File: config.mk
export PLATFORM = sky130hd
export DESIGN_NAME = hazard_scoreboard
export DESIGN_NICKNAME = d
export VERILOG_FILES = /design/src/rtl/hazard_scoreboard.sv
export SDC_FILE = /design/constraint.sdc
export NUM_CORES = 1
export LEC_CHECK = 0
export CAP_MARGIN = 10
export CORE_ASPECT_RATIO = 0.5
export CORE_UTILIZATION = 34
export CTS_CLUSTER_DIAMETER = 40
export DETAILED_ROUTE_END_ITERATION = 8
export HOLD_SLACK_MARGIN = 0.1
export PLACE_DENSITY = 0.67
export SLEW_MARGIN = 20
export SYNTH_ARGS = -nofsm -noshare
export SYNTH_HDL_FRONTEND = slang
export SYNTH_SLANG_ARGS = --single-unit
File: constraint.sdc
create_clock -name clk -period 4.8 [get_ports clk]
set_input_delay 0.72 -clock clk [delete_from_list [all_inputs] [get_ports clk]]
set_output_delay 0.72 -clock clk [all_outputs]
set_load 0.02 [all_outputs]
File: src/rtl/hazard_scoreboard.sv
// Register hazard scoreboard: per-register pending-writer counters that
// decide whether the operand-fetch stage may issue or must stall. A
// same-cycle writeback bypasses a read hazard, and a flush discards every
// pending writer.
module hazard_scoreboard (
  input  logic        clk,
  input  logic        reset,
  input  logic        of_valid,
  input  logic        of_nop,
  input  logic [15:0] of_req,
  input  logic [15:0] of_prov,
  input  logic        wb_valid,
  input  logic [3:0]  wb_reg,
  input  logic        flush,
  output logic        of_stall,
  output logic        issue,
  output logic [15:0] busy,
  output logic [15:0] stall_cycles,
  output logic        wb_err
);

  typedef enum logic [1:0] {RUN, STALL, FLUSH} state_t;

  state_t            state;
  logic [15:0][1:0]  cnt;
  logic [15:0][1:0]  cnt_next;
  logic [15:0][1:0]  eff;
  logic [15:0]       wb_hit;
  logic [15:0]       eff_nz;
  logic [15:0]       eff_max;
  logic [15:0]       busy_next;
  logic              raw_hz;
  logic              ovf_hz;
  logic              can_go;

  // Effective counts after a same-cycle writeback, and the two hazard terms
  always_comb begin
    wb_hit  = '0;
    eff     = '0;
    eff_nz  = '0;
    eff_max = '0;
    for (int unsigned i = 0; i < 16; i++) begin
      wb_hit[i]  = wb_valid && (wb_reg == 4'(i)) && (cnt[i] != 2'd0);
      eff[i]     = cnt[i] - {1'b0, wb_hit[i]};
      eff_nz[i]  = (eff[i] != 2'd0);
      eff_max[i] = (eff[i] == 2'd3);
    end
    raw_hz = |(of_req & eff_nz);
    ovf_hz = |(of_prov & eff_max);
  end

  // Issue/stall decision for the presented slot
  always_comb begin
    can_go   = of_valid && !of_nop && !flush && !reset && (state != FLUSH);
    of_stall = can_go && (raw_hz || ovf_hz);
    issue    = can_go && !raw_hz && !ovf_hz;
  end

  // Next counter values; inc and dec in one cycle cancel, and neither can wrap
  always_comb begin
    cnt_next  = '0;
    busy_next = '0;
    for (int unsigned i = 0; i < 16; i++) begin
      cnt_next[i]  = cnt[i] + {1'b0, issue & of_prov[i]} - {1'b0, wb_hit[i]};
      busy_next[i] = (cnt_next[i] != 2'd0);
    end
  end

  // State, counters and registered status; busy mirrors the post-edge counters
  always_ff @(posedge clk) begin
    if (reset) begin
      state        <= RUN;
      cnt          <= '0;
      busy         <= '0;
      stall_cycles <= '0;
      wb_err       <= 1'b0;
    end else if (flush) begin
      state <= FLUSH;
      cnt   <= '0;
      busy  <= '0;
    end else begin
      cnt   <= cnt_next;
      busy  <= busy_next;
      state <= (state != FLUSH && of_stall) ? STALL : RUN;
      if (of_stall && stall_cycles != 16'hFFFF)
        stall_cycles <= stall_cycles + 16'd1;
      if (wb_valid && state != FLUSH && cnt[wb_reg] == 2'd0)
        wb_err <= 1'b1;
    end
  end

endmodule

Yosys cells after proc, flatten, opt, wreduce, memory -nomap -nowiden
Cells that the tools add are included.
{ "word_totals": {"reg_bits": 67, "inputBits": 42} }
{ "op_classes": {"n_addsub": 49, "reduce_logical": 104, "n_eq_ne": 33, "bitwise": 19, "mux": 4, "order_cmp": 1} }
{ "op_table": {"columns": ["op", "count"], "rows": [
  ["2-bit nonzero test", 48],
  ["2-bit by 1-bit subtractor with 2-bit output", 32],
  ["1-bit logical AND", 43],
  ["2-bit by 1-bit adder with 2-bit output", 16],
  ["16-bit bitwise AND", 2],
  ["2-bit == test, second input constant", 16],
  ["4-bit == test, second input constant", 8],
  ["16-bit OR reduction", 2],
  ["16-bit by 1-bit adder with 16-bit output, second input constant", 1],
  ["1-bit bitwise AND", 16],
  ["4-bit by 3-bit == test with 1-bit output, second input constant", 4],
  ["16-bit != test, second input constant", 1],
  ["2-bit binary-select mux with 4-bit select", 1],
  ["4-bit by 2-bit == test with 1-bit output, second input constant", 2],
  ["1-bit zero test", 5],
  ["4-bit by 5-bit < comparator with 1-bit output, second input constant", 1],
  ["4-bit by 1-bit == test with 1-bit output, second input constant", 1],
  ["4-bit zero test", 1],
  ["2-bit two-way mux", 2],
  ["2-bit AND reduction", 2],
  ["2-bit zero test", 1],
  ["2-bit != test, second input constant", 1],
  ["2-bit OR reduction", 1],
  ["1-bit logical OR", 1],
  ["2 further kinds", 2]
]} }

Logic depth before layout (Yosys ltp)
Gate-level depths: netlist (run 1).
{ "depth": {"depth_word": 14, "ltp_mapped": 19, "depth_no_buf": 16} }

Worst setup path before layout (run 1)
Ideal clock, no wire load.
{ "synth_timing": {"path_type": "input to register", "from": "input port wb_reg[2]", "to": "register busy[15]", "path_buffers": 2, "arrival_time_ps": 4261, "setup_slack_ps": 416, "path_stages": 18, "required_time_ps": 4677, "path_cell_list": "or3b_2 > nor4_1 > ha_1 > nand2b_1 > a22oi_1 > nand4_1 > nor4_4 > and3_1 > clkbuf_1 > buf_2 > nand2_1 > ha_1 > inv_1 > ha_1 > xor2_1 > xnor2_1 > nor2_1 > or2_2"} }
{ "synth_via": {"elab_chain_len": 14} }
{ "synth_lines": {"columns": ["item", "line", "rtl"], "rows": [
  ["start: declaration", "13", "input logic [3:0] wb_reg,"],
  ["4-bit by 1-bit == test with 1-bit output, or another cell as far along", "43", "wb_hit[i] = wb_valid && (wb_reg == 4'(i)) && (cnt[i] != 2'd0);"],
  ["1-bit logical AND (2 in a row)", "43", null],
  ["2-bit by 1-bit subtractor with 2-bit output", "44", "eff[i] = cnt[i] - {1'b0, wb_hit[i]};"],
  ["2-bit nonzero test", "45", "eff_nz[i] = (eff[i] != 2'd0);"],
  ["16-bit bitwise AND", "48", "raw_hz = |(of_req & eff_nz);"],
  ["16-bit OR reduction", "48", null],
  ["1-bit zero test", "56", "issue = can_go && !raw_hz && !ovf_hz;"],
  ["1-bit logical AND", "56", null],
  ["1-bit logical AND (*)", "56", null],
  ["net issue", "16", "output logic issue,"],
  ["1-bit bitwise AND (*)", "64", "cnt_next[i] = cnt[i] + {1'b0, issue & of_prov[i]} - {1'b0, wb_hit[i]};"],
  ["2-bit by 1-bit adder with 2-bit output (*)", "64", null],
  ["2-bit by 1-bit subtractor with 2-bit output (*)", "64", null],
  ["2-bit nonzero test (*)", "65", "busy_next[i] = (cnt_next[i] != 2'd0);"],
  ["end signal: assignment", "83", "busy <= busy_next;"],
  ["end: declaration", "17", "output logic [15:0] busy,"]
]} }
Mark *: on every way through the listed nets, which the timed path passes. The rest lies on a longest branch.
A chain may end at the register's enable or synchronous reset.

Worst setup path in the final report (run 1)
{ "layout_timing": {"from": "input port wb_reg[3]", "to": "register busy[14]"} }
{ "layout_via": {"elab_chain_len": 14} }
{ "layout_lines": {"columns": ["item", "line"], "rows": [
  ["4-bit by 1-bit == test with 1-bit output, or another cell as far along", "43"],
  ["1-bit logical AND (2 in a row)", "43"],
  ["2-bit by 1-bit subtractor with 2-bit output", "44"],
  ["2-bit nonzero test", "45"],
  ["16-bit bitwise AND", "48"],
  ["16-bit OR reduction", "48"],
  ["1-bit zero test", "56"],
  ["1-bit logical AND (2 in a row)", "56"],
  ["1-bit bitwise AND", "64"],
  ["2-bit by 1-bit adder with 2-bit output", "64"],
  ["2-bit by 1-bit subtractor with 2-bit output (*)", "64"],
  ["2-bit nonzero test (*)", "65"]
]} }
Mark *: on every way between the ends. The rest lies on a longest branch, timed or not.

==> qor.csv, run 1 <==
metric;value;unit
hold_path.class;register to register;
port-buffer-count;76;
initialDrtViolationCount;132;
hold_viol_final;0;
async_flop_share;0;%
finalNonFillerCells;711;
yosysMostFrequentCell;dfxtp_1;
cts_resized;0;
ys_seq_area_share;32.7;%
worstSetupPathType;input port to register;
grt_pass1_vias;3507;
grtUsageTotal;17.7;%
cap_viol_max_count;0;
fin_hold_ws;528;ps
critPathLaunchType;input port;
dp_slack;-5.68;ps
worstMarginPinSlew;942;ps
syn_nets;548;
drtPass1Iterations;4;
dp_hpwl;8.12;mm
place_congestion;0.863;
gr-total-overflow;0;
syn_area;4100;sq um
finalCritPeriodShare;94.5;%
root_buffer;clkbuf_16;
rsz0062_at_grt;false;
synth_edf_count;0;
maxSlewViolCount;0;
drive_above_1_share;10.5;%
die_w;157;um
fin_skew;3.63;ps
vias;3496;
initial_utilization;36.1;%
cts_buffers;9;
place_area;5150;sq um
hold_buffers;0;
area_delta_synth_final;31.8;%
min_period;4540;ps
synth_warnings;0;
synthTopCellsByArea;dfxtp_1, ha_1, xor2_1, xnor2_1, nor2_1;
die-height;79.7;um
leakage;2.50;nW
syn_avg_cell_area;8.97;sq um
cts_tree;built;
rows;27;
nets;641;
cts_buffer_depth;2;
timing.final.ws_setup;262;ps
power.total;1.24;mW
grt_pass1_wl;16.9;mm
required;5020;ps
wl_per_cell;14.6;um
antenna_found_initial;0;
clkLatencyLatePin;330;ps
diodes;0;
setup.worst_path.end_class;register;
ant_nets;0;
post_cts.repair.setup_buffers;0;
relSlewSlack;36.7;%
powerDensity;230;nW/um^2
clock_sinks;67;
synth_seq_cells;67;
ir_drop;0.126;mV
htree_levels;3;
grt_max_degree;21;
outcome;completed;
synthDistinctLibCells;43;
cp_max_fo;5;
drc;0;
synthDominantCellAreaShare;32.7;%
path_clk_slew;50;ps
syn_inst;457;
ys_top_cells_by_count;dfxtp_1, ha_1, nor2_1, inv_1, xor2_1;
place_inst;698;
critPathArrivalTime;4760;ps
wl;10.4;mm
synth-main-ff-cell;dfxtp_1;
setup_viol;0;
core_area;11400;sq um
finalInstanceArea;5410;sq um
via_per_inst;4.92;
yosys.area.top_type;dfxtp_1;
fmax;220;MHz
dieArea;12500;sq um
io_pins;77;
==> kinds of logic after synthesis <==
| family | Yosys count | synth area share [%] |
|---|---|---|
| adder cells (fa/ha/maj) | 49 | 14.9 |
| AND/OR/NAND/NOR | 204 | 27.6 |
| multiplexers | 10 | 4.09 |
| flip-flops | 67 | 32.7 |
| buffers and inverters | 47 | 4.42 |
| XOR/XNOR | 53 | 11.3 |
| AO/OA/AOI/OAI | 27 | 4.94 |
==> worst max-delay path: stages <==
cell,delay [ps]
clkdlybuf4s50_1,490
or3b_2,530
nor4_1,310
buf_4,180
ha_1,120
nand2b_1,60
a22oi_1,210
nand4_1,180
nor4_4,290
and3_1,250
buf_4,160
nand2_1,60
ha_1,270
inv_1,70
ha_1,170
xor2_1,190
xnor2_1,140
nor2_1,70
or2_2,300
==> cell type report <==
type                            instances  area, sq um
Timing Repair Buffer                   94          901
Fill cell                            1122         5940
Inverter                               35          131
Tap cell                              159          199
Multi-Input combinational cell        343         2580
Sequential cell                        67         1340
Clock buffer                           13          250
==> sequential cells by signal, summed over array words and instances (netlist names) <==
signal and count:
cnt 32, busy 16, stall_cycles 16, state 2, wb_err 1
==> cell usage in the layout, fill, tap and decap left out, drive strengths merged, types with 11 or more instances in the layout <==
cell / instances
clkdlybuf4s50: 74
dfxtp: 67
ha: 49
nor2: 48
inv: 35
xor2: 32
nand2: 26
xnor2: 21
nand3b: 19
or2: 19
nand2b: 18
and2: 18
buf: 18
nor3: 16
clkbuf: 13
nand4: 11
==> worst paths after layout <==
| check | startpoint | endpoint | slack [ps] | cells past startpoint |
|---|---|---|---|---|
| worst max-delay path | wb_reg[3] | busy[14] | 260 | 19 |
| worst min-delay path | wb_err | wb_err | 530 | 1 |
| worst max register to register | cnt[25] | busy[14] | 1180 | 18 |
| worst min register to register | wb_err | wb_err | 530 | 1 |
==> metal layers <==
metal  vias to the layer above  part of all wire [%]  GRT usage [%]  wire length [um]
li1                       1746                     -              -                 -
met1                      1658                    48           22.1              4970
met2                        81                    45           29.5              4710
met3                        11                   5.9           5.54               616
met4                         0                   1.1           4.76               114
met5                         -                     0              0                 0
==> metrics by stage <==
step	utilization (%)	setup TNS [ps]
floorplan	-	0
global placement	45.3	0
detailed placement	45.3	-5.68
CTS	47.5	0
global route	47.6	0
finish	47.6	0
==> power by group <==
group          total (mW)  internal [mW]  leakage, nW  switching (mW)
registers           0.562          0.560        0.540         0.00198
logic              0.0978         0.0516         1.84          0.0462
clock network       0.584          0.355        0.122           0.229
No activity file was read; power rests on OpenSTA's default activity.
==> inputs of run 2 (changes only) <==
Settings changed: CTS_BUF_LIST set to sky130_fd_sc_hd__clkbuf_2 sky130_fd_sc_hd__clkbuf_4 sky130_fd_sc_hd__clkbuf_8, MAX_ROUTING_LAYER set to met4, TNS_END_PERCENT set to 30.
==> qor.csv, run 2 (synthesis results as in run 1) <==
metric;value;unit;change
outcome;completed;;
relSlewSlack;37.7;%;+0.99 points
critPathArrivalTime;4740;ps;-20 ps
vias;3443;;-1.5%
fmax;223;MHz;+1.0%
grt_pass1_vias;3477;;-0.86%
area_delta_synth_final;29.7;%;
setup_viol;0;;unchanged
power.total;1.08;mW;-13%
drive_above_1_share;11.1;%;+0.54 points
hold_viol_final;0;;unchanged
drc;0;;unchanged
die_w;157;um;unchanged
post-route-util;46.8;%;-0.79 points
required;5040;ps;+20 ps
p_int;0.821;mW;-15%
wl;10.3;mm;-0.86%
fin_skew;4.31;ps;+0.675 ps
worstSetupPathType;input port to register;;
post_cts.repair.setup_buffers;0;;unchanged
initialDrtViolationCount;138;;+4.5%
largest_reg_flops;32;;unchanged
grt_max_degree;21;;unchanged
grt_pass1_wl;16.7;mm;-0.86%
path_clk_slew;70;ps;+20 ps
clkLatencyLatePin;350;ps;+20 ps
antenna_found_initial;0;;unchanged
powerDensity;203;nW/um^2;-12%
io_pins;77;;unchanged
worstMarginPinSlew;928;ps;-14.8 ps
cts_buffers;9;;unchanged
root_buffer;clkbuf_8;;
top_register;cnt;;
die-height;79.7;um;unchanged
initial_utilization;36.1;%;unchanged
min_period;4490;ps;-45.9 ps
cts_tree;built;;
place_inst;698;;unchanged
dieArea;12500;sq um;unchanged
port-buffer-count;76;;unchanged
leakage;2.46;nW;-1.4%
nets;641;;unchanged
cp_max_fo;8;;+3
core_area;11400;sq um;unchanged
mostFrequentLayoutCell;clkdlybuf4s50_1;;
drtPass1Iterations;4;;unchanged
p_seq_share;52.1;%;+6.9 points
maxSlewViolCount;0;;unchanged
final_cell_mix;clkdlybuf4s50_1, dfxtp_1, ha_1;;
r2r_slack;1200;ps;+20 ps
setup.worst_path.end_class;register;;
gr-total-overflow;0;;unchanged
rsz0062_at_grt;false;;
switching_share;23.8;%;+1.5 points
reg_top3;cnt (32), busy (16), stall_cycles (16);;
p_switching;0.256;mW;-7.5%
htree_levels;3;;unchanged
critPathLaunchType;input port;;
comb_power_share;9.1;%;+1.2 points
dp_hpwl;8.12;mm;unchanged
finalCritPeriodShare;93.6;%;-0.96 points
hold_path.class;register to register;;
finalNonFillerCells;711;;unchanged
grtUsageTotal;18.0;%;+0.31 points
wl_per_cell;14.5;um;-0.86%
rows;27;;unchanged
tns;0;ps;unchanged
clock_sinks;67;;unchanged
place_congestion;0.877;;+1.6%
via_per_inst;4.84;;-1.5%
ant_nets;0;;unchanged
cts_buffer_depth;2;;unchanged
ir_drop;0.0857;mV;-32%
clock_power_share;38.9;%;-8.1 points
diodes;0;;unchanged
cap_viol_max_count;0;;unchanged
[run 2: cell counts in the layout (fill, tap and decap cells not counted)]
Identical to the previous run, type by type.
[run 2: path summary, 6_finish.rpt]
kind | to | cells past startpoint | start
worst max-delay path | busy[9] | 19 | wb_reg[3]
worst min-delay path | stall_cycles[8] | 1 | stall_cycles[8]
worst max register to register | busy[9] | 18 | cnt[25]
worst min register to register | stall_cycles[8] | 1 | stall_cycles[8]
[run 2: metal layers]
layer / track usage [%] / vias up / share of wire [%]
li1: - / 1744 / -
met5: - / - / 0
met4: 5.34 / 0 / 1.1
met2: 29.4 / 76 / 45
met3: 4.23 / 13 / 6.1
met1: 22.2 / 1610 / 48
[run 2: stage by stage]
step | area, sq um | worst slack (ps) | hold slack [ps]
after global placement | 5150 | 23.6 | 469
after floorplan | 4100 | 416 | 537
after detailed placement | 5150 | -5.68 | 505
after global routing | 5320 | 121 | 542
after CTS | 5310 | 19.0 | 517
final | 5320 | 308 | 522
[run 2: final cells by class]
cell class / instances / area, sq um
clock buffer: 13 / 160
fill: 1131 / 6030
inverter: 35 / 131
multi-input combinational: 343 / 2580
sequential: 67 / 1340
tap: 159 / 199
timing repair buffer: 94 / 901
[run 2: power by group through the flow]
stage	registers, mW	logic [mW]	clock network (mW)
after CTS	0.561	0.0978	0.430
final	0.561	0.0976	0.419
after floorplan	0.575	0.0317	0
after global routing	0.561	0.105	0.453
after detailed placement	0.574	0.0973	0
after global placement	0.574	0.0976	0
[run 2: worst max-delay path, stage by stage]
cell             delay, ps
clkdlybuf4s50_1        490
or3b_2                 530
nor4_1                 310
buf_4                  180
ha_1                   120
nand2b_1                60
a22oi_1                210
nand4_1                180
nor4_4                 290
and3_1                 240
buf_4                  190
nand2_1                 80
ha_1                   270
inv_1                   60
ha_1                   140
xor2_1                 170
xnor2_1                140
nor2_1                  60
or2_2                  280
[run 2: timing repair]
action                                  in CTS  in global routing
resized for setup                            0                  3
endpoints found under the setup margin       0                  2
hold buffers                                 0                  0
==> inputs of run 3 (changes only) <==
Settings changed: CORE_UTILIZATION 34 to 54, PLACE_DENSITY 0.67 to 0.93.
==> qor.csv, run 3 (synthesis results as in run 1) <==
metric;value;unit;change
outcome;finished with violations;;
violations;design-rule violations;;
setup_viol;0;;unchanged
htree_levels;3;;unchanged
min_to;stall_cycles[8];;
fin_skew;10.3;ps;+5.94 ps
antenna_found_initial;0;;unchanged
setup.worst_path.end_class;output pin;;
dp_hpwl;7.68;mm;-5.4%
met1_usage;31.6;%;+9.3 points
grt_pass1_wl;16.5;mm;-1.4%
worstSetupPathType;input port to output pin;;
top_register;cnt;;
root_buffer;clkbuf_8;;
wl;9.92;mm;-3.8%
fmax;214;MHz;-4.0%
cts_buffers;9;;unchanged
initial_utilization;55.8;%;+20 points
required;4080;ps;-960 ps
cts_tree;built;;
via_per_inst;5.59;;+15%
met2_usage;47.2;%;+18 points
vias;3596;;+4.4%
ant_nets;0;;unchanged
min_path_cells;1;;unchanged
timing.final.ws_setup;119;ps;-189 ps
relSlewSlack;33.7;%;-3.9 points
nets;635;;-0.94%
final_cell_mix;clkdlybuf4s50_1, dfxtp_1, ha_1;;
finalInstanceArea;5210;sq um;-2.0%
path_clk_slew;70;ps;about the same
worstHoldStart;stall_cycles[8];;
largest_reg_flops;32;;unchanged
cp_max_fo;6;;-2
hold_path.class;register to register;;
grt_max_degree;21;;unchanged
leakage;2.42;nW;-1.8%
clock_sinks;67;;unchanged
ff2ff_path_depth;17;;-1
rr_startpoint;cnt[23];;
use_met3;7.22;%;+3.0 points
worstMarginPinSlew;986;ps;+58.7 ps
power.total;1.11;mW;+3.3%
die_w;125;um;-20%
gr-total-overflow;0;;unchanged
critPathArrivalTime;3960;ps;-780 ps
drc;3;;+3
busiest_layer;met2;;
reg_top3;cnt (32), busy (16), stall_cycles (16);;
dieArea;7970;sq um;-36%
wl_per_cell;15.4;um;+6.3%
clkLatencyLatePin;360;ps;about the same
cap_viol_max_count;0;;unchanged
diodes;0;;unchanged
place_area;5020;sq um;-2.4%
finalCritPeriodShare;97.5;%;+3.9 points
cts_buffer_depth;2;;unchanged
r2r_slack;1050;ps;-150 ps
drtPass1Iterations;9;;+5
grtUsageTotal;27.7;%;+9.7 points
rows;22;;-19%
critPathLaunchType;input port;;
hold_viol_final;0;;unchanged
place_congestion;0.916;;+4.5%
die-height;63.6;um;-20%
reg2reg_to;busy[15];;
nFillCells;531;;-53%
grt_pass1_vias;3558;;+2.3%
io_pins;77;;unchanged
mostFrequentLayoutCell;clkdlybuf4s50_1;;
dp_slack;-212;ps;-207 ps
drive_above_1_share;10.4;%;-0.63 points
port-buffer-count;76;;unchanged
initialDrtViolationCount;344;;+150%
core_area;7350;sq um;-35%
maxSlewViolCount;0;;unchanged
min_period;4680;ps;+189 ps
tns;0;ps;unchanged
ir_drop;0.154;mV;+79%
rsz0062_at_grt;false;;
area_delta_synth_final;27.1;%;
powerDensity;214;nW/um^2;+5.4%
post-route-util;70.9;%;+24 points
run 3: cell types whose count changed in the layout (fill, tap and decap cells not counted), sizes merged:
| cell | before | now |
|---|---|---|
| bufinv | 0 | 1 |
| dlymetal6s2s | 2 | 0 |
| clkbuf | 13 | 11 |
| dlygate4sd2 | 0 | 2 |
| buf | 18 | 12 |
| clkinv | 0 | 2 |
run 3: where the power goes:
group | switching, mW | internal, mW
Clock | 0.206 | 0.252
Sequential | 0.00196 | 0.559
Combinational | 0.0441 | 0.0500
run 3: layout make-up:
class | instances | area (sq um) | share of cell area (%)
Inverter | 35 | 131 | 2.52
Clock buffer | 11 | 145 | 2.78
Timing Repair Buffer | 88 | 848 | 16.3
Multi-Input combinational cell | 343 | 2590 | 49.6
Clock inverter | 3 | 40.0 | 0.768
Sequential cell | 67 | 1340 | 25.7
Tap cell | 96 | 120 | 2.30
run 3: timing repair:
| action | 4_1_cts | 5_1_grt |
|---|---|---|
| setup endpoints to repair | 2 | 0 |
| setup buffers | 0 | 0 |
| hold endpoints to repair | 0 | 0 |
| hold buffers | 0 | 0 |
| resized for setup | 3 | 0 |
run 3: critical path, cell delays in order:
cell and delay [ps]:
clkdlybuf4s50_1 500, or3b_2 530, nor3_2 310, ha_1 210
nand2b_1 90, a22oi_1 230, nand4_1 240, nor4_4 350
buf_4 210, and2_1 170, nor2_1 60, dlygate4sd2_1 340
run 3: how the worst max path moves through the flow:
| stage | from | to |
|---|---|---|
| 4_1_cts | wb_reg[3] | of_stall |
| 6_report | wb_reg[3] | of_stall |
| 2_1_floorplan | wb_reg[2] | busy[15] |
| 3_3_place_gp | wb_reg[3] | issue |
| 3_5_place_dp | wb_reg[3] | busy[15] |
| 5_1_grt | wb_reg[3] | busy[14] |
run 3: per-stage QoR:
step	hold slack (ps)	instances
2_1_floorplan	537	457
3_3_place_gp	477	629
3_5_place_dp	493	629
4_1_cts	507	643
5_1_grt	532	643
6_report	497	643
run 3: layer usage:
| metal | wire [um] | part of all wire [%] | vias up |
|---|---|---|---|
| met5 | 0 | 0 | - |
| met1 | 4330 | 44 | 1707 |
| met4 | 184 | 1.9 | 0 |
| met3 | 633 | 6.4 | 21 |
| li1 | - | - | 1732 |
| met2 | 4770 | 48 | 136 |
